$ cat config.mk
export PLATFORM = sky130hd
export DESIGN_NAME = rx_data_sampler_flat
export DESIGN_NICKNAME = d
export VERILOG_FILES = /design/src/rtl/rx_data_sampler_if.sv /design/src/rtl/rx_data_sampler.sv /design/src/flat_wrapper.sv
export SDC_FILE = /design/constraint.sdc
export NUM_CORES = 1
export LEC_CHECK = 0
export ABC_AREA = 0
export CORE_ASPECT_RATIO = 0.9
export CORE_MARGIN = 5
export CORE_UTILIZATION = 25
export CTS_BUF_LIST = sky130_fd_sc_hd__clkbuf_8
export CTS_CLUSTER_SIZE = 8
export DETAILED_ROUTE_END_ITERATION = 8
export GPL_TIMING_DRIVEN = 0
export HOLD_SLACK_MARGIN = 0.12
export PLACE_DENSITY = 0.42
export REMOVE_ABC_BUFFERS = 1
export SKIP_LAST_GASP = 1
export SLEW_MARGIN = 20
export SYNTH_ARGS = -nofsm -noshare
export SYNTH_HDL_FRONTEND = slang
export SYNTH_SLANG_ARGS = --single-unit
$ cat constraint.sdc
create_clock -name CLK -period 2.8 [get_ports CLK]
set_clock_uncertainty 0.1 [all_clocks]
set_input_delay 0.28 -clock CLK [delete_from_list [all_inputs] [get_ports CLK]]
set_output_delay 0.28 -clock CLK [all_outputs]
set_load 0.005 [all_outputs]
$ cat src/rtl/rx_data_sampler_if.sv
// rx_data_sampler_if - bus between the UART RX control FSM and the
// oversampling front end. The FSM side drives the serial line, the
// oversampling ratio and the enable, and observes the counters,
// the voted bit and the strobes. The sampler side is the reverse.
interface rx_data_sampler_if #(
    parameter int PRESCALE_WIDTH = 6,
    parameter int CNT_WIDTH      = 4
);
    logic                      RX_IN;
    logic [PRESCALE_WIDTH-1:0] PRESCALE;
    logic                      smp_en;
    logic [PRESCALE_WIDTH-1:0] edge_cnt;
    logic [CNT_WIDTH-1:0]      bit_cnt;
    logic                      sampled_bit;
    logic                      sample_vld;
    logic                      frame_done;

    modport master (
        output RX_IN,
        output PRESCALE,
        output smp_en,
        input  edge_cnt,
        input  bit_cnt,
        input  sampled_bit,
        input  sample_vld,
        input  frame_done
    );

    modport slave (
        input  RX_IN,
        input  PRESCALE,
        input  smp_en,
        output edge_cnt,
        output bit_cnt,
        output sampled_bit,
        output sample_vld,
        output frame_done
    );
endinterface

$ cat src/rtl/rx_data_sampler.sv
// rx_data_sampler - oversampling front end of the UART receiver.
// Counts prescaled clock edges within each bit period, votes on the
// serial line around mid-bit and presents one sampled bit per period
// with a one-cycle strobe. Also tracks the bit index within the frame
// and pulses frame_done once the last bit period has ended.
//
// Build option: define RX_SAMPLER_MAJ3_EN for a three-sample majority
// vote around mid-bit. Without it the bit is taken from the single
// sample captured exactly at mid-bit. The strobe lands on the same
// cycle in both builds, so downstream timing does not change.
module rx_data_sampler #(
    parameter int PRESCALE_WIDTH = 6,
    parameter int FRAME_BITS     = 11,
    parameter int CNT_WIDTH      = 4
) (
    input  logic             CLK,
    input  logic             RST,
    rx_data_sampler_if.slave bus
);

    localparam logic [CNT_WIDTH-1:0]      LAST_BIT = CNT_WIDTH'(FRAME_BITS - 1);
    localparam logic [CNT_WIDTH-1:0]      BIT_ONE  = CNT_WIDTH'(1);
    localparam logic [PRESCALE_WIDTH-1:0] EDGE_ONE = PRESCALE_WIDTH'(1);

    // Positions within the bit period, all derived from PRESCALE at
    // full counter width.
    logic [PRESCALE_WIDTH-1:0] w_mid;
    logic [PRESCALE_WIDTH-1:0] w_midNext;
    logic [PRESCALE_WIDTH-1:0] w_lastEdge;
    logic                      w_edgeWrap;
    logic                      w_lastBit;
    logic                      w_voteNow;
    logic                      w_voteBit;

    logic [PRESCALE_WIDTH-1:0] r_edgeCnt;
    logic [CNT_WIDTH-1:0]      r_bitCnt;
    logic                      r_smpMid;
    logic                      r_sampledBit;
    logic                      r_sampleVld;
    logic                      r_frameDone;

`ifdef RX_SAMPLER_MAJ3_EN
    logic [PRESCALE_WIDTH-1:0] w_midPrev;
    logic                      r_smpEarly;
`endif

    assign w_mid      = bus.PRESCALE >> 1;
    assign w_midNext  = w_mid + EDGE_ONE;
    assign w_lastEdge = bus.PRESCALE - EDGE_ONE;

    // The wrap test uses >= rather than == so that a counter left
    // beyond the last edge by an illegal mid-frame PRESCALE change
    // wraps on the next cycle instead of running round the full range.
    assign w_edgeWrap = (r_edgeCnt >= w_lastEdge);
    assign w_lastBit  = (r_bitCnt >= LAST_BIT);
    assign w_voteNow  = bus.smp_en && (r_edgeCnt == w_midNext);

`ifdef RX_SAMPLER_MAJ3_EN
    assign w_midPrev = w_mid - EDGE_ONE;

    // The third vote sample is the live line on the vote edge itself,
    // which is the same instant the MID+1 capture would occur, so the
    // vote does not need to wait a further cycle for a late flop.
    assign w_voteBit = (r_smpEarly & r_smpMid)
                     | (r_smpEarly & bus.RX_IN)
                     | (r_smpMid   & bus.RX_IN);
`else
    assign w_voteBit = r_smpMid;
`endif

    // Edge and bit counters: cleared while disabled so that a fresh
    // enable always starts at edge 0 of bit 0; bit counter advances
    // on each edge wrap and folds back to 0 after the last frame bit.
    always_ff @(posedge CLK) begin
        if (RST || !bus.smp_en) begin
            r_edgeCnt <= '0;
            r_bitCnt  <= '0;
        end else if (w_edgeWrap) begin
            r_edgeCnt <= '0;
            r_bitCnt  <= w_lastBit ? '0 : (r_bitCnt + BIT_ONE);
        end else begin
            r_edgeCnt <= r_edgeCnt + EDGE_ONE;
        end
    end

    // Mid-bit capture flops, cleared whenever sampling is disabled.
    always_ff @(posedge CLK) begin
        if (RST || !bus.smp_en) begin
            r_smpMid <= 1'b0;
        end else if (r_edgeCnt == w_mid) begin
            r_smpMid <= bus.RX_IN;
        end
    end

`ifdef RX_SAMPLER_MAJ3_EN
    // Early capture one edge before mid-bit, feeding the majority vote.
    always_ff @(posedge CLK) begin
        if (RST || !bus.smp_en) begin
            r_smpEarly <= 1'b0;
        end else if (r_edgeCnt == w_midPrev) begin
            r_smpEarly <= bus.RX_IN;
        end
    end
`endif

    // Vote register and strobe: load the new bit on the MID+1 edge and
    // raise the strobe for the following cycle; the bit holds between
    // strobes and across disable, and resets to the idle-line level.
    always_ff @(posedge CLK) begin
        if (RST) begin
            r_sampledBit <= 1'b1;
            r_sampleVld  <= 1'b0;
        end else if (w_voteNow) begin
            r_sampledBit <= w_voteBit;
            r_sampleVld  <= 1'b1;
        end else begin
            r_sampleVld  <= 1'b0;
        end
    end

    // Frame completion: one-cycle pulse after the final edge of the
    // last bit period, only if sampling was enabled on that edge.
    always_ff @(posedge CLK) begin
        if (RST) begin
            r_frameDone <= 1'b0;
        end else begin
            r_frameDone <= bus.smp_en && w_edgeWrap && w_lastBit;
        end
    end

    assign bus.edge_cnt    = r_edgeCnt;
    assign bus.bit_cnt     = r_bitCnt;
    assign bus.sampled_bit = r_sampledBit;
    assign bus.sample_vld  = r_sampleVld;
    assign bus.frame_done  = r_frameDone;

endmodule

$ cat src/flat_wrapper.sv
// flat-port wrapper written by rule: the top's interface ports become plain ports
module rx_data_sampler_flat 
#(
    parameter int PRESCALE_WIDTH = 6,
    parameter int FRAME_BITS     = 11,
    parameter int CNT_WIDTH      = 4
)
  (CLK, RST, bus_RX_IN, bus_PRESCALE, bus_smp_en, bus_edge_cnt, bus_bit_cnt, bus_sampled_bit, bus_sample_vld, bus_frame_done);
  rx_data_sampler_if #(.PRESCALE_WIDTH(PRESCALE_WIDTH), .CNT_WIDTH(CNT_WIDTH)) bus_i ();
  input  logic CLK;
  input  logic RST;
  input wire logic [$bits(bus_i.RX_IN)-1:0] bus_RX_IN;
  input wire logic [$bits(bus_i.PRESCALE)-1:0] bus_PRESCALE;
  input wire logic [$bits(bus_i.smp_en)-1:0] bus_smp_en;
  output wire logic [$bits(bus_i.edge_cnt)-1:0] bus_edge_cnt;
  output wire logic [$bits(bus_i.bit_cnt)-1:0] bus_bit_cnt;
  output wire logic [$bits(bus_i.sampled_bit)-1:0] bus_sampled_bit;
  output wire logic [$bits(bus_i.sample_vld)-1:0] bus_sample_vld;
  output wire logic [$bits(bus_i.frame_done)-1:0] bus_frame_done;
  assign bus_i.RX_IN = bus_RX_IN;
  assign bus_i.PRESCALE = bus_PRESCALE;
  assign bus_i.smp_en = bus_smp_en;
  assign bus_edge_cnt = bus_i.edge_cnt;
  assign bus_bit_cnt = bus_i.bit_cnt;
  assign bus_sampled_bit = bus_i.sampled_bit;
  assign bus_sample_vld = bus_i.sample_vld;
  assign bus_frame_done = bus_i.frame_done;
  rx_data_sampler #(.PRESCALE_WIDTH(PRESCALE_WIDTH), .FRAME_BITS(FRAME_BITS), .CNT_WIDTH(CNT_WIDTH)) u_core (.CLK(CLK), .RST(RST), .bus(bus_i));
endmodule
; ---- Yosys cells after proc, flatten, opt, wreduce, memory -nomap -nowiden
; Index checks and enable logic that the tools add are counted.
[totals]
register_bits = 14
inputBits = 10
output_inout_bits = 13
elab_cells = 22
[classes]
add_sub_neg = 4
n_lt_le_gt_ge = 2
eq_ne = 2
mux = 2
reduce_logical = 6
[op_table]
columns = op, count
row1 = "adder 5 x 1 -> 6 bit, second input constant", 1
row2 = "adder 6 x 1 -> 6 bit, second input constant", 1
row3 = == test 6 x 5 -> 1 bit, 1
row4 = == test 6 bit, 1
row5 = >= comparator 6 bit, 1
row6 = "subtractor 6 x 1 -> 6 bit, second input constant", 1
row7 = "adder 4 x 1 -> 4 bit, second input constant", 1
row8 = ">= comparator 4 bit, second input constant", 1
row9 = 2-to-1 mux 4 bit, 1
row10 = logical AND 1 bit, 3
row11 = OR reduction 2 bit, 1
row12 = zero test 1 bit, 1
row13 = logical OR 1 bit, 1
row14 = 2-to-1 mux 1 bit, 1

; ---- Logic depth before layout (Yosys ltp)
; Gate-level depths: netlist of run 1.
[depth]
ltp_word = 4
mapped_depth = 10
mapped_depth_nobuf = 10

; ---- Worst setup path after synthesis of run 1
; OpenSTA, ideal clock, no wires.
[synth_path]
path_type = input-to-reg
from = in bus_PRESCALE[1]
to = reg u_core.r_bitCnt[2] (netlist: u_core.bus.bit_cnt[2])
setup_time_ns = 0.070
arrival_ns = 2.255
required_ns = 2.630
setup_slack_ns = 0.374
cell_stages = 10
path_buffers = 0
cell_sequence = inv_1 ha_1 a21boi_0 nand2_1 xor2_1 ha_1 nand4_1 o221a_1 or4b_1 a21oi_1
[synth_via]
elab_chain_cells = 2
[synth_lines]
columns = element, line
row1 = "start, declared", flat_wrapper.sv:13  ; input wire logic [$bits(bus_i.PRESCALE)-1:0] bus_PRESCALE;
row2 = subtractor 6 x 1 -> 6 bit, rx_data_sampler.sv:49  ; assign w_lastEdge = bus.PRESCALE - EDGE_ONE;
row3 = >= comparator 6 bit, rx_data_sampler.sv:54  ; assign w_edgeWrap = (r_edgeCnt >= w_lastEdge);
row4 = "end signal, assigned", rx_data_sampler.sv:80  ; r_bitCnt <= w_lastBit ? '0 : (r_bitCnt + BIT_ONE);
row5 = "end, declared", rx_data_sampler.sv:36  ; logic [CNT_WIDTH-1:0] r_bitCnt;
; No other way between the ends.
; A chain may end at the register's enable or synchronous reset.

; ---- Worst setup path in the final report of run 1
[layout_path]
from = in bus_PRESCALE[2]
to = reg u_core.r_bitCnt[2] (netlist: u_core.bus.bit_cnt[2])
; The elaborated chain is that of the path after synthesis.

==> flow_summary.toml, run 1 <==
[worst_setup_path]
timing.critical_path.max_delay_family = "simple AND/OR/NAND/NOR gates"
worstPathCellList = "dlygate4sd2_1 > inv_1 > ha_1 > a21boi_2 > nand2_1 > xor2_1 > ha_1 > nand4_1 > o221a_1 > or4b_1 > a21oi_1"
endpoint = "u_core.bus.bit_cnt[2]$_SDFFE_PP0P_"
critical_path.n_buffers_inverters = 2
timing.critical_path.arrival_ns = 2.69
worst-endpoint-required_ns = 2.88
cpMostUsedCell = "ha_1"
crit_start = "bus_PRESCALE[2]"
crit_path_end_kind = "flip-flop"
timing.critical_path.slowest_stage_cell = "or4b_1"
critPathLaunchType = "primary input"
setup.reg_to_reg.worst_slack_ns = 0.67
worst_r2r_endpoint = "u_core.bus.bit_cnt[2]$_SDFFE_PP0P_"
timing.rr.start = "u_core.bus.edge_cnt[0]$_SDFF_PP0_"
critical_path.max_stage_delay_ns = 0.50
cp_num_cells = 11
r2r_worst_path_depth = 7
worst-path-max-fanout = 6
path_class = "in2reg"

[clock_network]
cts.clk_slew.worst_paths_ns = 0.06
clkLatencyLatePin_ns = 0.25
numCtsBuffers = 3
clockBufferDepth = 2
clock-sinks = 14
postCtsSetupRepairBufs = 0
clockRootBuffer = "clkbuf_8"
cts_resized = 4
cts_max_level = 1
tritoncts_clock_tree = "yes"
postCtsHoldBufs = 0

[pwr]
power_density_nw_per_um2 = 363
power_leakage_nw = 0.507
ir_worst_vdd_uv = 197

[hold_path]
min_path_type = "reg2reg"

[layout]
drive_above_1_share_pct = 4.29
finish.cell_count_without_fillers = 188
number_of_nets_in_the_finished_design = 164
fillers = 427
syn_to_final_growth_pct = 30.0
final_design_area_no_fill_sq_um = 1330
insertedDiodeCount = 0

[global_route]
global_route.usage.total_pct = 8.95
first_global_vias = 816
grt_pass1_wl_mm = 4.01
grt_antenna_before_repair = 0
grt_start_max_net_pins = 11
overflow = 0

[detailed_routing]
detail_route.wirelength_mm = 2.36
detail_route.drc_violations = 0
route.vias.total = 867
detail-route-antenna-nets = 0
drt_pre_antenna_iters = 2
starting_drc_count_in_detailed_routing = 15
routed_wire_length_per_instance_microns = 12.5
detail_route.vias_per_cell = 4.61

[outcome]
outcome = "completed"

[timing]
finalHoldWorstSlack_ns = 0.408
max-slew-margin-rel_pct = 69.3
rsz0062_at_grt = "false"
hold_fails_final_rpt = 0
timing_worst_slew_pin_value_ns = 0.461
period_share_pct = 93.5
finalSetupViolCount = 0
maxClockFrequency_mhz = 382
slew_violations = 0
final.min_clock_period_ns = 2.62

[die]
die_area_sq_um = 5480
core_box_area_sq_um = 4020
placementRows = 22
die_w_microns = 77.4
floorplan.die.height_microns = 70.7
io_pins = 23
start_util_pct = 25.5

[place]
count_of_buffers_from_port_buffering = 22
placement.cell_area_sq_um = 1270
placed_cells_incl_taps = 184
routabilityCongestion = 0.701
final_hpwl_from_detailed_placement_mm = 1.88

[synthesis]
flip_flop_and_latch_count_after_synthesis = 14
yosys_warnings = 0
postSynth.topFlopCell = "dfxtp_1"
synth_async_sr_flop_share_pct = 0
syn-cell-area_sq_um = 1020
postSynthAreaPerCell_sq_um = 8.75
yosysSeqAreaShare_pct = 27.4
netlist_instances = 117
number_of_enable_type_register_cells_in_the_synthesized_netlist = 0
synth.distinct_cells = 34

[job]
drv_cap = 0
-- metal layers --
metal	part of all wire, %	wire length [microns]	track usage [%]	vias up
met5	0	0	0	-
met4	0	0	1.72	0
met3	3.7	88	3.18	0
met2	46	1090	14.5	14
met1	50	1180	11.5	402
li1	-	-	-	451
-- cells in the final DEF (no fill, tap or decap), drive strengths merged, types with 2 or more instances in the layout --
| cell type | instances |
|---|---|
| nor2 | 21 |
| clkdlybuf4s50 | 20 |
| dfxtp | 14 |
| ha | 13 |
| xnor2 | 8 |
| inv | 6 |
| xor2 | 6 |
| mux2i | 6 |
| nand2 | 4 |
| nand3 | 4 |
| a21oi | 4 |
| clkbuf | 4 |
| nand4b | 3 |
| nand2b | 3 |
| o21ai | 2 |
| nor3 | 2 |
| dlygate4sd2 | 2 |
-- synth_stat cells (2+ instances only) --
cell	n	share of area, %
nor2_1	21	7.7
dfxtp_1	14	27
ha_1	13	16
xnor2_1	8	6.8
inv_1	6	2.2
mux2i_1	6	5.9
xor2_1	6	5.1
a21oi_1	4	2.0
nand2_1	4	1.5
nand3_1	4	2.0
nand2b_1	3	1.8
nand4b_1	3	2.6
buf_6	2	2.2
nor3_1	2	0.98
o21ai_0	2	0.98
-- metrics by stage --
stage	total power, mW	setup TNS [ns]	util, %	worst slack, ns
2_1_floorplan	0.252	0	-	0.374
3_3_place_gp	0.286	-2.35	31.7	-0.446
3_5_place_dp	0.287	-2.48	31.7	-0.478
4_1_cts	0.491	0	33.1	0.182
5_1_grt	0.506	0	33.1	0.0570
6_report	0.483	0	33.1	0.183
-- sequential cells by signal, summed over array words and instances (netlist names) --
signal	cells
u_core.bus.edge_cnt	6
u_core.bus.bit_cnt	4
u_core.bus.frame_done	1
u_core.bus.sample_vld	1
u_core.bus.sampled_bit	1
u_core.r_smpMid	1
-- tightest hold or removal path, cell delays in order (launching register included) --
cell,delay [ns]
dfxtp_1,0.34
mux2i_1,0.07
nor2_1,0.07
-- cell type report --
| type | count | area (sq um) | area share, % |
|---|---|---|---|
| multi-input combinational | 94 | 694 | 52.2 |
| sequential | 14 | 280 | 21.1 |
| timing repair buffer | 22 | 218 | 16.4 |
| tap | 48 | 60.1 | 4.52 |
| clock buffer | 4 | 55.1 | 4.14 |
| inverter | 6 | 22.5 | 1.69 |
-- worst min path at each step --
| stage | slack, ns | cells past startpoint | startpoint | endpoint |
|---|---|---|---|---|
| 6_report | 0.41 | 2 | u_core.r_smpMid$_SDFFE_PP0N_ | u_core.r_smpMid$_SDFFE_PP0N_ |
| 5_1_grt | 0.44 | 2 | u_core.bus.sampled_bit$_SDFFE_PP1P_ | u_core.bus.sampled_bit$_SDFFE_PP1P_ |
| 4_1_cts | 0.41 | 2 | u_core.r_smpMid$_SDFFE_PP0N_ | u_core.r_smpMid$_SDFFE_PP0N_ |
| 3_5_place_dp | 0.39 | 2 | u_core.r_smpMid$_SDFFE_PP0N_ | u_core.r_smpMid$_SDFFE_PP0N_ |
| 3_3_place_gp | 0.38 | 2 | u_core.r_smpMid$_SDFFE_PP0N_ | u_core.r_smpMid$_SDFFE_PP0N_ |
| 2_1_floorplan | 0.26 | 1 | RST | u_core.bus.sample_vld$_SDFF_PP0_ |
-- where the power goes --
group | internal (mW) | leakage [nW] | switching, mW
Sequential | 0.201 | 0.113 | 0.00374
Combinational | 0.0378 | 0.365 | 0.0380
Clock | 0.125 | 0.0288 | 0.0770
-- logic make-up (layout without fill, tap and decap cells) --
group           count (synthesis)  after routing  synth area share [%]
simple gates                   48             48                  24.5
xor+xnor                       14             14                  12.0
flops                          14             14                  27.4
fa+ha+maj                      13             13                  15.9
compound gates                 13             13                  9.29
buf+inv                         9             32                  5.13
mux                             6              6                  5.87
(Power assumes the default switching activity.)
==> run 2, diff against run 1 <==
clock period = 3.4 ns   (was 2.8 ns; I/O delays follow)
==> flow_summary.toml, run 2 (synthesized netlist as in run 1, its figures left out) <==
[layout]
largest_register_ff_count = 6
layout_commonest_cell = "clkdlybuf4s50_1"
finish.utilization_pct = 33.1
fillers = 425
multi_input_combinational_cell_area_sq_um = 691
number_of_nets_in_the_finished_design = 164
syn_to_final_growth_pct = 29.8
drive_above_1_share_pct = 3.57
finish.cell_count_without_fillers = 188
insertedDiodeCount = 0
ff_latch_area_sq_um = 280
most-common-layout-cells = "22 x clkdlybuf4s50_1, 21 x nor2_1, 14 x dfxtp_1, 13 x ha_1, 8 x xnor2_1"

[timing]
rsz0062_at_grt = "false"
finalSetupViolCount = 0
max-slew-margin-rel_pct = 69.3
final.min_clock_period_ns = 3.10
maxClockFrequency_mhz = 322
slew_violations = 0
finalSetupTns_ns = 0
period_share_pct = 91.3
timing_worst_slew_pin_value_ns = 0.461
hold_fails_final_rpt = 0

[die]
die_area_sq_um = 5480
die_w_microns = 77.4
core_box_area_sq_um = 4020
placementRows = 22
start_util_pct = 25.5
io_pins = 23
floorplan.die.height_microns = 70.7

[pwr]
power_leakage_nw = 0.503
ir_worst_vdd_uv = 162
power_density_nw_per_um2 = 299
finalPower_uw = 398

[worst_setup_path]
timing.critical_path.arrival_ns = 3.18
path_class = "in2reg"
critPathLaunchType = "primary input"
worst-endpoint-required_ns = 3.48
worst-path-max-fanout = 6
crit_path_end_kind = "flip-flop"

[detailed_routing]
detail-route-antenna-nets = 0
detail_route.wirelength_mm = 2.35
route.vias.total = 866
starting_drc_count_in_detailed_routing = 15
routed_wire_length_per_instance_microns = 12.5
drt_pre_antenna_iters = 2
detail_route.drc_violations = 0
detail_route.vias_per_cell = 4.61

[global_route]
global_route.usage.total_pct = 8.95
overflow = 0
grt_start_max_net_pins = 11
grt_pass1_wl_mm = 4.01
grt_antenna_before_repair = 0
first_global_vias = 816

[place]
count_of_buffers_from_port_buffering = 22
placed_cells_incl_taps = 184
routabilityCongestion = 0.701
final_hpwl_from_detailed_placement_mm = 1.88

[clock_network]
tritoncts_clock_tree = "yes"
cts_resized = 0
clkLatencyLatePin_ns = 0.25
cts.clk_slew.worst_paths_ns = 0.06
clockBufferDepth = 2
clock-sinks = 14
cts_max_level = 1
numCtsBuffers = 3
postCtsSetupRepairBufs = 0
clockRootBuffer = "clkbuf_8"
postCtsHoldBufs = 0

[outcome]
outcome = "completed"

[hold_path]
min_path_type = "reg2reg"

[job]
drv_cap = 0
[run 2: routing by layer]
| metal | global-route usage [%] | vias up | part of all wire, % |
|---|---|---|---|
| met4 | 1.72 | 0 | 0 |
| met3 | 3.18 | 0 | 3.7 |
| met1 | 11.5 | 401 | 50 |
| li1 | - | 451 | - |
| met2 | 14.5 | 14 | 46 |
| met5 | 0 | - | 0 |
[run 2: layout make-up]
cell class,instances,area share (%)
Multi-Input combinational cell,94,52.0
Timing Repair Buffer,22,16.6
Tap cell,48,4.52
Inverter,6,1.69
Clock buffer,4,4.14
Sequential cell,14,21.1
[run 2: stage by stage]
step | cell area (sq um) | setup slack, ns | hold WS, ns
global placement | 1270 | 0.0939 | 0.378
detailed placement | 1270 | 0.0621 | 0.389
CTS | 1330 | 0.312 | 0.409
finish | 1330 | 0.297 | 0.408
global route | 1330 | 0.162 | 0.435
floorplan | 993 | 0.914 | 0.319
[run 2: worst max-delay path, stage by stage]
cell             delay (ns)
clkdlybuf4s50_1        0.62
inv_1                  0.10
ha_1                   0.18
a21boi_0               0.30
nand2_1                0.11
xor2_1                 0.16
ha_1                   0.31
nand4_1                0.10
o221a_1                0.29
or4b_1                 0.50
a21oi_1                0.16
[run 2: power by group]
group / leakage (nW) / switching (mW) / internal (mW) / total [mW]
combinational: 0.361 / 0.0309 / 0.0316 / 0.0625
sequential: 0.113 / 0.00311 / 0.166 / 0.169
clock: 0.0288 / 0.0634 / 0.103 / 0.166
[run 2: worst paths after layout]
path	from	depth (start not counted)	to	slack [ns]
worst min register to register	u_core.r_smpMid$_SDFFE_PP0N_	2	u_core.r_smpMid$_SDFFE_PP0N_	0.41
worst min-delay path	u_core.r_smpMid$_SDFFE_PP0N_	2	u_core.r_smpMid$_SDFFE_PP0N_	0.41
worst max register to register	u_core.bus.edge_cnt[0]$_SDFF_PP0_	7	u_core.bus.bit_cnt[2]$_SDFFE_PP0P_	1.27
worst max-delay path	bus_PRESCALE[2]	11	u_core.bus.bit_cnt[2]$_SDFFE_PP0P_	0.30
